File: config.mk
export PLATFORM = sky130hd
export DESIGN_NAME = pcm_apb_feeder
export DESIGN_NICKNAME = d
export VERILOG_FILES = /design/src/rtl/pcm_apb_feeder.sv
export SDC_FILE = /design/constraint.sdc
export NUM_CORES = 1
export LEC_CHECK = 0
export CAP_MARGIN = 10
export CORE_MARGIN = 2
export CORE_UTILIZATION = 28
export DETAILED_ROUTE_END_ITERATION = 10
export GPL_TIMING_DRIVEN = 0
export SETUP_SLACK_MARGIN = 0.4
export SLEW_MARGIN = 20
export SYNTH_ARGS = -nofsm -noshare
export SYNTH_HDL_FRONTEND = slang
export SYNTH_SLANG_ARGS = --single-unit
File: constraint.sdc
create_clock -name pclk -period 2.9 [get_ports pclk]
set_input_delay 0.58 -clock pclk [delete_from_list [all_inputs] [get_ports pclk]]
set_output_delay 0.58 -clock pclk [all_outputs]
set_load 0.02 [all_outputs]
File: src/rtl/pcm_apb_feeder.sv
// Drains buffered PCM samples into an APB transceiver's transmit register.
// Before each write it polls the flags register and backs off while the TxFIFO reports full.
module pcm_apb_feeder #(
  parameter logic [31:0] ADR_OFFSET = 32'h0,
  parameter logic [31:0] TX_REG     = 32'h0,
  parameter logic [31:0] FLAG_REG   = 32'h8,
  parameter int unsigned FULL_BIT   = 7,
  parameter int unsigned POLL_GAP   = 8
) (
  input  logic        pclk,
  input  logic        preset,
  input  logic        en,
  input  logic        s_valid,
  output logic        s_ready,
  input  logic [31:0] s_data,
  output logic [31:0] paddr,
  output logic [31:0] pwdata,
  output logic        pwrite,
  output logic        penable,
  input  logic [31:0] prdata,
  output logic        busy,
  output logic [15:0] sent_cnt
);

  localparam logic [2:0] StIdle     = 3'd0;
  localparam logic [2:0] StRdSetup  = 3'd1;
  localparam logic [2:0] StRdAccess = 3'd2;
  localparam logic [2:0] StCheck    = 3'd3;
  localparam logic [2:0] StBackoff  = 3'd4;
  localparam logic [2:0] StWrSetup  = 3'd5;
  localparam logic [2:0] StWrAccess = 3'd6;

  logic [2:0]  state_q, state_d;
  logic [7:0]  bo_cnt_q, bo_cnt_d;
  logic [31:0] mem_q [4];
  logic [1:0]  wr_ptr_q, rd_ptr_q;
  logic [2:0]  count_q;
  logic [31:0] flag_q;
  logic [31:0] paddr_q, pwdata_q;
  logic        pwrite_q, penable_q;
  logic [15:0] sent_cnt_q;
  logic        fifo_full, fifo_empty, push, pop;
  logic        unused_flag;

  assign fifo_full   = (count_q == 3'd4);
  assign fifo_empty  = (count_q == 3'd0);
  assign push        = s_valid && !fifo_full;
  assign pop         = (state_q == StWrAccess);
  assign unused_flag = ^flag_q;

  always_comb begin
    state_d  = state_q;
    bo_cnt_d = bo_cnt_q;
    case (state_q)
      StIdle:     if (en && !fifo_empty) state_d = StRdSetup;
      StRdSetup:  state_d = StRdAccess;
      StRdAccess: state_d = StCheck;
      StCheck: begin
        if (!en) begin
          state_d = StIdle;
        end else if (flag_q[FULL_BIT]) begin
          state_d  = StBackoff;
          bo_cnt_d = 8'(POLL_GAP);
        end else begin
          state_d = StWrSetup;
        end
      end
      StBackoff: begin
        // Counter runs POLL_GAP..0, so the next poll starts POLL_GAP+4 cycles after the last.
        if (bo_cnt_q == 8'd0) state_d = en ? StRdSetup : StIdle;
        else                  bo_cnt_d = bo_cnt_q - 8'd1;
      end
      StWrSetup:  state_d = StWrAccess;
      StWrAccess: state_d = StIdle;
      default:    state_d = StIdle;
    endcase
  end

  // Sample storage needs no reset; the pointers define what is valid.
  always_ff @(posedge pclk) begin
    if (push) mem_q[wr_ptr_q] <= s_data;
  end

  always_ff @(posedge pclk) begin
    if (!preset) begin
      state_q    <= StIdle;
      bo_cnt_q   <= 8'd0;
      wr_ptr_q   <= 2'd0;
      rd_ptr_q   <= 2'd0;
      count_q    <= 3'd0;
      flag_q     <= 32'h0;
      paddr_q    <= 32'h0;
      pwdata_q   <= 32'h0;
      pwrite_q   <= 1'b0;
      penable_q  <= 1'b0;
      sent_cnt_q <= 16'h0;
    end else begin
      state_q  <= state_d;
      bo_cnt_q <= bo_cnt_d;
      if (push) wr_ptr_q <= wr_ptr_q + 2'd1;
      if (pop)  rd_ptr_q <= rd_ptr_q + 2'd1;
      if (push && !pop)      count_q <= count_q + 3'd1;
      else if (!push && pop) count_q <= count_q - 3'd1;
      if (state_q == StRdAccess) flag_q <= prdata;
      if (pop) sent_cnt_q <= sent_cnt_q + 16'd1;
      // APB outputs are registered from the next state so they line up with each phase.
      pwrite_q  <= (state_d == StWrSetup) || (state_d == StWrAccess);
      penable_q <= (state_d == StRdAccess) || (state_d == StWrAccess);
      if (state_d == StRdSetup) paddr_q <= ADR_OFFSET + FLAG_REG;
      if (state_d == StWrSetup) begin
        paddr_q  <= ADR_OFFSET + TX_REG;
        pwdata_q <= mem_q[rd_ptr_q];
      end
    end
  end

  assign s_ready  = !fifo_full;
  assign paddr    = paddr_q;
  assign pwdata   = pwdata_q;
  assign pwrite   = pwrite_q;
  assign penable  = penable_q;
  assign busy     = (state_q != StIdle);
  assign sent_cnt = sent_cnt_q;

endmodule

==> results.sh, run 1 <==
export IMPL_status="complete, no violations"
export IMPL_drive_gt1_share_pct=16.3
export IMPL_async_reset_ff_share_pct=0
export IMPL_ys_types=48
export IMPL_cts_tree="yes"
export IMPL_cp_required_ns=3.26
export IMPL_final_cell_mix="edfxtp_1 (128), clkdlybuf4s50_1 (87), nand2_1 (78), dfxtp_1 (70), a21oi_1 (50)"
export IMPL_timing_rr_start="state_q[0]$_SDFF_PN0_"
export IMPL_via_count=4747
export IMPL_grt_busiest_layer="met2"
export IMPL_fp_row_count=61
export IMPL_holdWs_ns=0.455
export IMPL_cts_max_level=4
export IMPL_met2_usage_pct=19.4
export IMPL_final_common_cell="edfxtp_1"
export IMPL_reg2reg_slack_ns=0.57
export IMPL_num_antenna_cells=0
export IMPL_critPathMaxFanout=7
export IMPL_hp_class="flip-flop to flip-flop"
export IMPL_cp_end_kind="flip-flop"
export IMPL_synthCells=563
export IMPL_p_int_mw=4.61
export IMPL_ys_flop_type="edfxtp_1"
export IMPL_cellPowerDensity_nw_per_um2=620
export IMPL_setup_viol_count_final=0
export IMPL_synth_enable_flop_cells=128
export IMPL_drt_pass1_iterations=4
export IMPL_antenna_found_initial=0
export IMPL_fmax_ghz=0.427
export IMPL_initial_utilization_pct=28.3
export IMPL_fillers=2754
export IMPL_multi_input_area_um2=2310
export IMPL_fin_crit_ns=2.34
export IMPL_port_buffers=88
export IMPL_dp_hpwl_um=11400
export IMPL_wirelength_um=16800
export IMPL_fin_nets=780
export IMPL_clockBufferDepth=2
export IMPL_drc=0
export IMPL_die_w_um=171
export IMPL_worstSkewPairLatency_ns=0.44
export IMPL_skew_ns=0.0195
export IMPL_cts_sinks=198
export IMPL_synth_area_per_cell_um2=13.9
export IMPL_grt_max_degree=25
export IMPL_grt_use_met3_pct=3.36
export IMPL_die_h_um=171
export IMPL_area_growth_pct=27.5
export IMPL_ys_warn_count=0
export IMPL_critPathCapture="count_q[2]$_SDFFE_PN0P_"
export IMPL_grt_pass1_wl_um=26200
export IMPL_p_leak_nw=3.33
export IMPL_slew_headroom_pct=54.5
export IMPL_pwr_share_seq_pct=52.5
export IMPL_hold_viol=0
export IMPL_final_period_utilization_pct=80.7
export IMPL_clk_pin_slew_ns=0.08
export IMPL_startpoint_type="input pin"
export IMPL_tightestPinTransition_ns=0.682
export IMPL_grt_total_usage_pct=11.9
export IMPL_met1_usage_pct=15.7
export IMPL_wl_per_cell_um=15.4
export IMPL_clkPwrFrac_pct=37.8
export IMPL_ys_ff_latch=198
export IMPL_drv_slew=0
export IMPL_coreArea_um2=27600
export IMPL_yosysSeqAreaShare_pct=67.0
export IMPL_rsz0062_at_grt="yes"
export IMPL_worstSetupPathType="input pin to flip-flop"
export IMPL_max_cap_viol_count=0
export IMPL_r2r_cells=10
export IMPL_ant_nets=0
export IMPL_synth_area_um2=7830
export IMPL_r2r_end="count_q[2]$_SDFFE_PN0P_"
export IMPL_combPwrFrac_pct=9.7
export IMPL_grt_pass1_vias=4652
export IMPL_ir_drop_v=0.000282
export IMPL_place_gp_congestion=0.785
export IMPL_worst_ep_arrival_time_ns=2.70
export IMPL_io_pins=152
export IMPL_sw_frac_of_total_pct=25.4
export IMPL_power_switching_mw=1.57
export IMPL_cts_buffers=17
export IMPL_root_buffer="clkbuf_16"
export IMPL_cp_startpoint="s_valid"
export IMPL_vias_per_cell=4.34
export IMPL_final_seq_area_um2=5250
export IMPL_tns_ns=0
export IMPL_die_area_um2=29300
export IMPL_drt_iter0_markers=322
export IMPL_grt_remaining_overflow=0
-- area by class of cell --
type,count,share of cell area [%]
Buffer,59,3.50
Clock buffer,18,4.30
Clock inverter,14,1.58
Inverter,12,0.451
Multi-Input combinational cell,324,23.2
Sequential cell,198,52.6
Tap cell,378,4.74
Timing Repair Buffer,92,9.69
-- power by group through the flow --
stage	logic (mW)	registers, mW	clock network [mW]
4_1_cts	0.606	3.25	2.41
5_1_grt	0.655	3.27	2.52
3_3_place_gp	0.572	3.32	0
3_5_place_dp	0.606	3.31	0
2_1_floorplan	0.347	3.31	0
6_report	0.598	3.25	2.34
-- cells in the mapped netlist, drive strengths merged, types with 3 or more instances --
library cell	count	area share, %
or3	7	0.56
nor3	6	0.38
edfxtp	128	49
nand4	3	0.32
nand2	78	3.7
a21oi	50	3.2
nand3	10	0.64
nor2	27	1.3
and2	5	0.40
xor2	9	1.0
mux4	32	9.2
inv	11	0.53
clkbuf	21	1.0
ha	7	1.1
or4	4	0.43
buf	38	3.4
a2111o	3	0.43
xnor2	6	0.67
nand2b	6	0.48
o21ai	10	0.64
mux2i	3	0.38
dfxtp	70	18
-- sequential cells by signal, summed over array words and instances (netlist names) --
| register | count |
|---|---|
| wr_ptr_q | 2 |
| count_q | 3 |
| mem_q | 128 |
| pwrite | 1 |
| sent_cnt | 16 |
| state_q | 3 |
| bo_cnt_q | 8 |
| flag_q | 1 |
| penable | 1 |
| paddr | 1 |
| pwdata | 32 |
| rd_ptr_q | 2 |
-- stage by stage --
step	utilization [%]	setup slack [ns]	cells	cell area [µm²]	power [mW]
6_report	36.1	0.560	1095	9980	6.18
2_1_floorplan	-	0.669	593	7940	3.66
5_1_grt	36.1	0.361	1095	9980	6.44
4_1_cts	36.1	0.413	1095	9980	6.26
3_5_place_dp	34.0	-0.0720	1063	9390	3.92
3_3_place_gp	33.6	-0.713	1059	9290	3.89
-- how the worst min path moves through the flow --
stage	from	to	depth (start not counted)
after floorplan	bo_cnt_q[7]$_SDFFE_PN0P_	bo_cnt_q[7]$_SDFFE_PN0P_	2
after global placement	pwdata[13]$_SDFFE_PN0N_	pwdata[13]$_SDFFE_PN0N_	2
after detailed placement	pwdata[2]$_SDFFE_PN0N_	pwdata[2]$_SDFFE_PN0N_	2
after CTS	pwdata[19]$_SDFFE_PN0N_	pwdata[19]$_SDFFE_PN0N_	2
after global routing	pwdata[19]$_SDFFE_PN0N_	pwdata[19]$_SDFFE_PN0N_	2
final	pwdata[19]$_SDFFE_PN0N_	pwdata[19]$_SDFFE_PN0N_	2
-- worst max-delay path: stages --
cell             delay (ns)
clkdlybuf4s50_1        0.49
a21boi_2               0.35
ha_1                   0.25
inv_1                  0.06
fa_1                   0.37
xor2_1                 0.16
or3_1                  0.31
a21oi_1                0.13
-- what timing repair did --
action,4_1_cts,5_1_grt
cloned,0,0
hold buffers,0,0
setup buffers,0,0
endpoints found under the setup margin,2,18
pin swaps,0,0
gates resized for setup,2,5
-- cell families after synthesis --
family,count (synthesis),share of synthesized area (%)
and+or+nand+nor,162,9.99
adders and majority gates,8,1.37
muxes,35,9.59
buffers and inverters,71,5.00
other,1,0.0479
AOI/OAI and AO/OA,73,5.31
DFF,198,67.0
xor gates and xnor gates,15,1.68
-- routing by layer --
metal  vias to the layer above  share of wire [%]
li1                       2287                  -
met3                         5                6.6
met4                         0               0.46
met1                      2334                 45
met5                         -                  0
met2                       121                 48
Note: power is estimated with default switching activity, not from simulation.
==> run 2: changes to the inputs <==
==> constraint.sdc (replaced) <==
create_clock -name pclk -period 2 [get_ports pclk]
set_input_delay 0.4 -clock pclk [delete_from_list [all_inputs] [get_ports pclk]]
set_output_delay 0.4 -clock pclk [all_outputs]
set_load 0.02 [all_outputs]
==> results.sh, run 2 (same netlist as run 1, synthesis figures left out) <==
export IMPL_cts_max_level=4
export IMPL_io_pins=152
export IMPL_cp_required_ns=2.37
export IMPL_top_register="mem_q"
export IMPL_cts_tree="yes"
export IMPL_grt_remaining_overflow=0
export IMPL_area_growth_pct=43.4
export IMPL_startpoint_type="flip-flop"
export IMPL_drt_pass1_iterations=4
export IMPL_place_gp_congestion=0.769
export IMPL_ir_drop_v=0.000461
export IMPL_p_leak_nw=4.22
export IMPL_wl_per_cell_um=16.6
export IMPL_clockBufferDepth=2
export IMPL_cp_end_kind="flip-flop"
export IMPL_fp_row_count=61
export IMPL_fillers=2636
export IMPL_ant_nets=0
export IMPL_drt_iter0_markers=259
export IMPL_tns_ns=0
export IMPL_rsz0062_at_grt="yes"
export IMPL_largest_register_ffs=128
export IMPL_num_antenna_cells=0
export IMPL_fmax_ghz=0.515
export IMPL_critPathMaxFanout=5
export IMPL_worst_ep_arrival_time_ns=2.31
export IMPL_coreArea_um2=27600
export IMPL_cts_buffers=17
export IMPL_power_mw=9.64
export IMPL_wl_met3_um=985
export IMPL_grt_max_degree=22
export IMPL_critPathMaxStageDelay_ns=0.36
export IMPL_via_count=5102
export IMPL_drv_slew=0
export IMPL_hold_viol=0
export IMPL_route_met2_wl_um=9730
export IMPL_cellPowerDensity_nw_per_um2=858
export IMPL_placed_cells=1059
export IMPL_worstSetupPathType="flip-flop to flip-flop"
export IMPL_grt_pass1_vias=4939
export IMPL_max_cap_viol_count=0
export IMPL_drc=0
export IMPL_port_buffers=88
export IMPL_slew_headroom_pct=37.6
export IMPL_fin_nets=837
export IMPL_initial_utilization_pct=28.3
export IMPL_skew_ns=0.0124
export IMPL_multi_input_area_um2=2800
export IMPL_worstSkewPairLatency_ns=0.44
export IMPL_pre_cts_ws_ns=-0.688
export IMPL_tightestPinTransition_ns=0.937
export IMPL_path_cells="buf_6 > and3b_1 > clkbuf_8 > clkinv_4 > ha_4 > inv_2 > fa_2 > xor2_1 > or3_1 > a21oi_1"
export IMPL_fin_crit_ns=1.94
export IMPL_final_period_utilization_pct=97.0
export IMPL_cts_sinks=198
export IMPL_hp_class="input pin to flip-flop"
export IMPL_vias_per_cell=4.43
export IMPL_root_buffer="clkbuf_16"
export IMPL_drive_gt1_share_pct=37.7
export IMPL_final_common_cell="edfxtp_1"
export IMPL_fin_cells=1152
export IMPL_wl_met1_um=8240
export IMPL_grt_pass1_wl_um=28200
export IMPL_grt_total_usage_pct=13.2
export IMPL_die_area_um2=29300
export IMPL_final_cell_mix="edfxtp_1 (128), buf_4 (60), dfxtp_1 (52), nand2_1 (51), dlygate4sd2_1 (40)"
export IMPL_status="complete, no violations"
export IMPL_wirelength_um=19100
export IMPL_finalWorstSetupSlack_ns=0.0595
export IMPL_cp_slowest_cell="dfxtp_4"
export IMPL_die_h_um=171
export IMPL_dp_hpwl_um=11000
export IMPL_top_layer="met4"
export IMPL_clk_pin_slew_ns=0.08
export IMPL_final_cell_area_um2=11200
export IMPL_dpl_cell_area_um2=9410
export IMPL_final_seq_area_um2=5300
export IMPL_die_w_um=171
export IMPL_setup_viol_count_final=0
export IMPL_antenna_found_initial=0
[run 2: changes by cell type in the layout (fill, tap and decap cells not counted), sizes merged, moves of 3 or more]
cell / before / now
inv: 19 / 16
dlygate4sd2: 1 / 40
clkinv: 5 / 8
and2: 5 / 10
clkdlybuf4s15: 0 / 9
buf: 42 / 98
clkdlybuf4s50: 87 / 34
[run 2: layout make-up]
class                           instances  share of cell area, %
Inverter                               12                  0.446
Clock buffer                           17                   3.79
Buffer                                 59                   4.34
Multi-Input combinational cell        329                   25.0
Tap cell                              378                   4.21
Timing Repair Buffer                  144                   13.1
Clock inverter                         15                   2.03
Sequential cell                       198                   47.2
[run 2: where the power goes]
part | internal, mW | leakage (nW) | switching, mW
combinational | 0.589 | 2.16 | 0.651
sequential | 4.62 | 1.75 | 0.0956
clock | 1.95 | 0.310 | 1.73
[run 2: worst paths after layout]
check	startpoint	endpoint	slack (ns)	cells after the start
worst min register to register	pwdata[12]$_SDFFE_PN0N_	pwdata[12]$_SDFFE_PN0N_	0.45	2
worst max register to register	state_q[1]$_SDFF_PN0_	count_q[2]$_SDFFE_PN0P_	0.06	10
worst max-delay path	state_q[1]$_SDFF_PN0_	count_q[2]$_SDFFE_PN0P_	0.06	10
worst min-delay path	preset	sent_cnt[15]$_SDFFE_PN0P_	0.40	3
[run 2: critical path, delay by kind of cell, from the launching register on]
kind                     cells  cell delay [ns]
AO/OA/AOI/OAI                1             0.11
XOR/XNOR                     1             0.15
adder cells (fa/ha/maj)      2             0.45
buffers and inverters        4             0.34
flip-flops                   1             0.36
AND/OR/NAND/NOR              2             0.46
[run 2: per-stage QoR]
stage	utilization [%]	hold slack [ns]
floorplan	-	0.447
global placement	34.1	0.444
detailed placement	34.1	0.449
CTS	38.9	0.375
global route	40.6	0.447
finish	40.6	0.403
[run 2: timing repair]
action / CTS / global route
setup endpoints to repair: 231 / 81
cloned: 8 / 2
hold buffers: 0 / 0
buffers inserted: 38 / 13
pin swaps: 20 / 37
resized for setup: 147 / 110
[run 2: metal layers]
metal  GRT usage, %  vias up
met1           16.2     2531
met5              0        -
met3           3.11       16
met2           23.3      139
met4           3.54        0
li1               -     2416
==> run 3: changes to the inputs <==
--- a/config.mk
+++ b/config.mk
@@ -7,9 +7,10 @@
 export LEC_CHECK = 0
 export CAP_MARGIN = 10
 export CORE_MARGIN = 2
-export CORE_UTILIZATION = 28
+export CORE_UTILIZATION = 47
 export DETAILED_ROUTE_END_ITERATION = 10
 export GPL_TIMING_DRIVEN = 0
+export PLACE_DENSITY = 0.76
 export SETUP_SLACK_MARGIN = 0.4
 export SLEW_MARGIN = 20
 export SYNTH_ARGS = -nofsm -noshare
==> results.sh, run 3 (same netlist as run 1, synthesis figures left out) <==
export IMPL_area_growth_pct=35.4
export IMPL_num_antenna_cells=0
export IMPL_via_count=5052
export IMPL_final_seq_area_um2=5290
export IMPL_cts_sinks=198
export IMPL_worstSkewPairLatency_ns=0.43
export IMPL_skew_ns=0.0115
export IMPL_final_common_cell="edfxtp_1"
export IMPL_status="finished, violations left"
export IMPL_path_cells="buf_6 > and3b_1 > clkbuf_8 > clkinv_4 > ha_4 > inv_2 > fa_2 > xor2_1 > or3_1 > a21oi_2"
export IMPL_path_buf_inv=4
export IMPL_dpl_cell_area_um2=9220
export IMPL_wl_per_cell_um=17.9
export IMPL_root_buffer="clkbuf_16"
export IMPL_grt_remaining_overflow=0
export IMPL_dp_hpwl_um=10600
export IMPL_hold_viol=0
export IMPL_fp_row_count=47
export IMPL_violations="setup timing"
export IMPL_finalWorstSetupSlack_ns=-0.00457
export IMPL_grt_max_degree=33
export IMPL_initial_utilization_pct=47.7
export IMPL_drive_gt1_share_pct=36.4
export IMPL_hp_class="input pin to flip-flop"
export IMPL_fin_crit_ns=2.00
export IMPL_grt_total_usage_pct=19.5
export IMPL_rsz0062_at_grt="yes"
export IMPL_cp_end_kind="flip-flop"
export IMPL_critical_path_top_delay_family="simple AND/OR/NAND/NOR gates"
export IMPL_clockBufferDepth=2
export IMPL_fmax_ghz=0.499
export IMPL_finish_utilization_pct=64.6
export IMPL_max_cap_viol_count=0
export IMPL_place_gp_congestion=0.808
export IMPL_ir_drop_v=0.000865
export IMPL_holdWs_ns=0.415
export IMPL_cp_required_ns=2.35
export IMPL_p_leak_nw=3.98
export IMPL_die_w_um=133
export IMPL_die_area_um2=17700
export IMPL_drt_pass1_iterations=4
export IMPL_io_pins=152
export IMPL_cts_buffers=17
export IMPL_drt_iter0_markers=323
export IMPL_top_register="mem_q"
export IMPL_cp_slowest_cell="dfxtp_4"
export IMPL_cts_max_level=4
export IMPL_final_cell_area_um2=10600
export IMPL_grt_pass1_vias=5013
export IMPL_worst_ep_arrival_time_ns=2.36
export IMPL_wirelength_um=17300
export IMPL_cellPowerDensity_nw_per_um2=857
export IMPL_port_buffers=88
export IMPL_die_h_um=133
export IMPL_cts_tree="yes"
export IMPL_tightestPinTransition_ns=0.895
export IMPL_coreArea_um2=16400
export IMPL_fillers=1147
export IMPL_final_period_utilization_pct=100
export IMPL_slew_headroom_pct=40.3
export IMPL_critPathMaxStageDelay_ns=0.36
export IMPL_final_cell_mix="edfxtp_1 (128), dfxtp_1 (52), buf_4 (49), nand2_1 (45), dlygate4sd2_1 (42)"
export IMPL_setup_viol_count_final=1
export IMPL_worstSetupPathType="flip-flop to flip-flop"
export IMPL_vias_per_cell=5.24
export IMPL_fin_nets=807
export IMPL_critPathMaxFanout=10
export IMPL_antenna_found_initial=0
export IMPL_drv_slew=0
export IMPL_grt_pass1_wl_um=26200
export IMPL_multi_input_area_um2=2790
export IMPL_ant_nets=0
export IMPL_pre_cts_ws_ns=-0.537
export IMPL_largest_register_ffs=128
export IMPL_drc=0
export IMPL_clk_pin_slew_ns=0.07
export IMPL_startpoint_type="flip-flop"
==> run 3: path summary, 6_finish.rpt <==
path	from	endpoint	slack, ns	depth (start not counted)
hold reg to reg	pwdata[31]$_SDFFE_PN0N_	pwdata[31]$_SDFFE_PN0N_	0.46	2
setup reg to reg	state_q[1]$_SDFF_PN0_	count_q[2]$_SDFFE_PN0P_	-0.005	10
hold / removal	preset	bo_cnt_q[5]$_SDFFE_PN0P_	0.41	3
setup / recovery	state_q[1]$_SDFF_PN0_	count_q[2]$_SDFFE_PN0P_	-0.005	10
==> run 3: power by group <==
group          switching [mW]  internal (mW)  total, mW
sequential              0.105           4.63       4.73
combinational           0.557          0.433      0.990
clock                    1.51           1.86       3.37
total                    2.17           6.92       9.09
==> run 3: cell type report <==
| type | instances | area share (%) |
|---|---|---|
| sequential | 198 | 49.9 |
| multi-input combinational | 324 | 26.3 |
| timing repair buffer | 119 | 10.6 |
| buffer | 59 | 4.60 |
| clock buffer | 19 | 4.08 |
| tap | 220 | 2.60 |
| clock inverter | 13 | 1.40 |
| inverter | 12 | 0.472 |
==> run 3: routing by layer <==
| layer | global-route usage [%] | vias up | wire length [µm] |
|---|---|---|---|
| met5 | 0 | - | 0 |
| met4 | 6.87 | 0 | 265 |
| met2 | 33.1 | 178 | 8790 |
| met3 | 4.94 | 19 | 972 |
| met1 | 24.3 | 2515 | 7230 |
| li1 | - | 2340 | - |
==> run 3: tightest hold or removal path: stages <==
cell	delay [ns]
clkbuf_1	0.21
o2111ai_1	0.13
nand2_1	0.05
==> run 3: metrics by stage <==
stage                     total power, mW  cells  setup TNS (ns)
after floorplan                      5.33    593               0
after CTS                            9.02    951        -0.00390
final                                9.09    964        -0.00457
after global routing                 9.41    964         -0.0866
after global placement               5.61    901          -71.59
after detailed placement             5.65    901          -78.42
==> run 3: what timing repair did <==
item | in CTS | in global routing
setup endpoints to repair | 231 | 199
gates resized for setup | 115 | 152
setup buffers | 17 | 10
pin swaps | 7 | 25
gates cloned | 1 | 3
hold buffers | 0 | 0
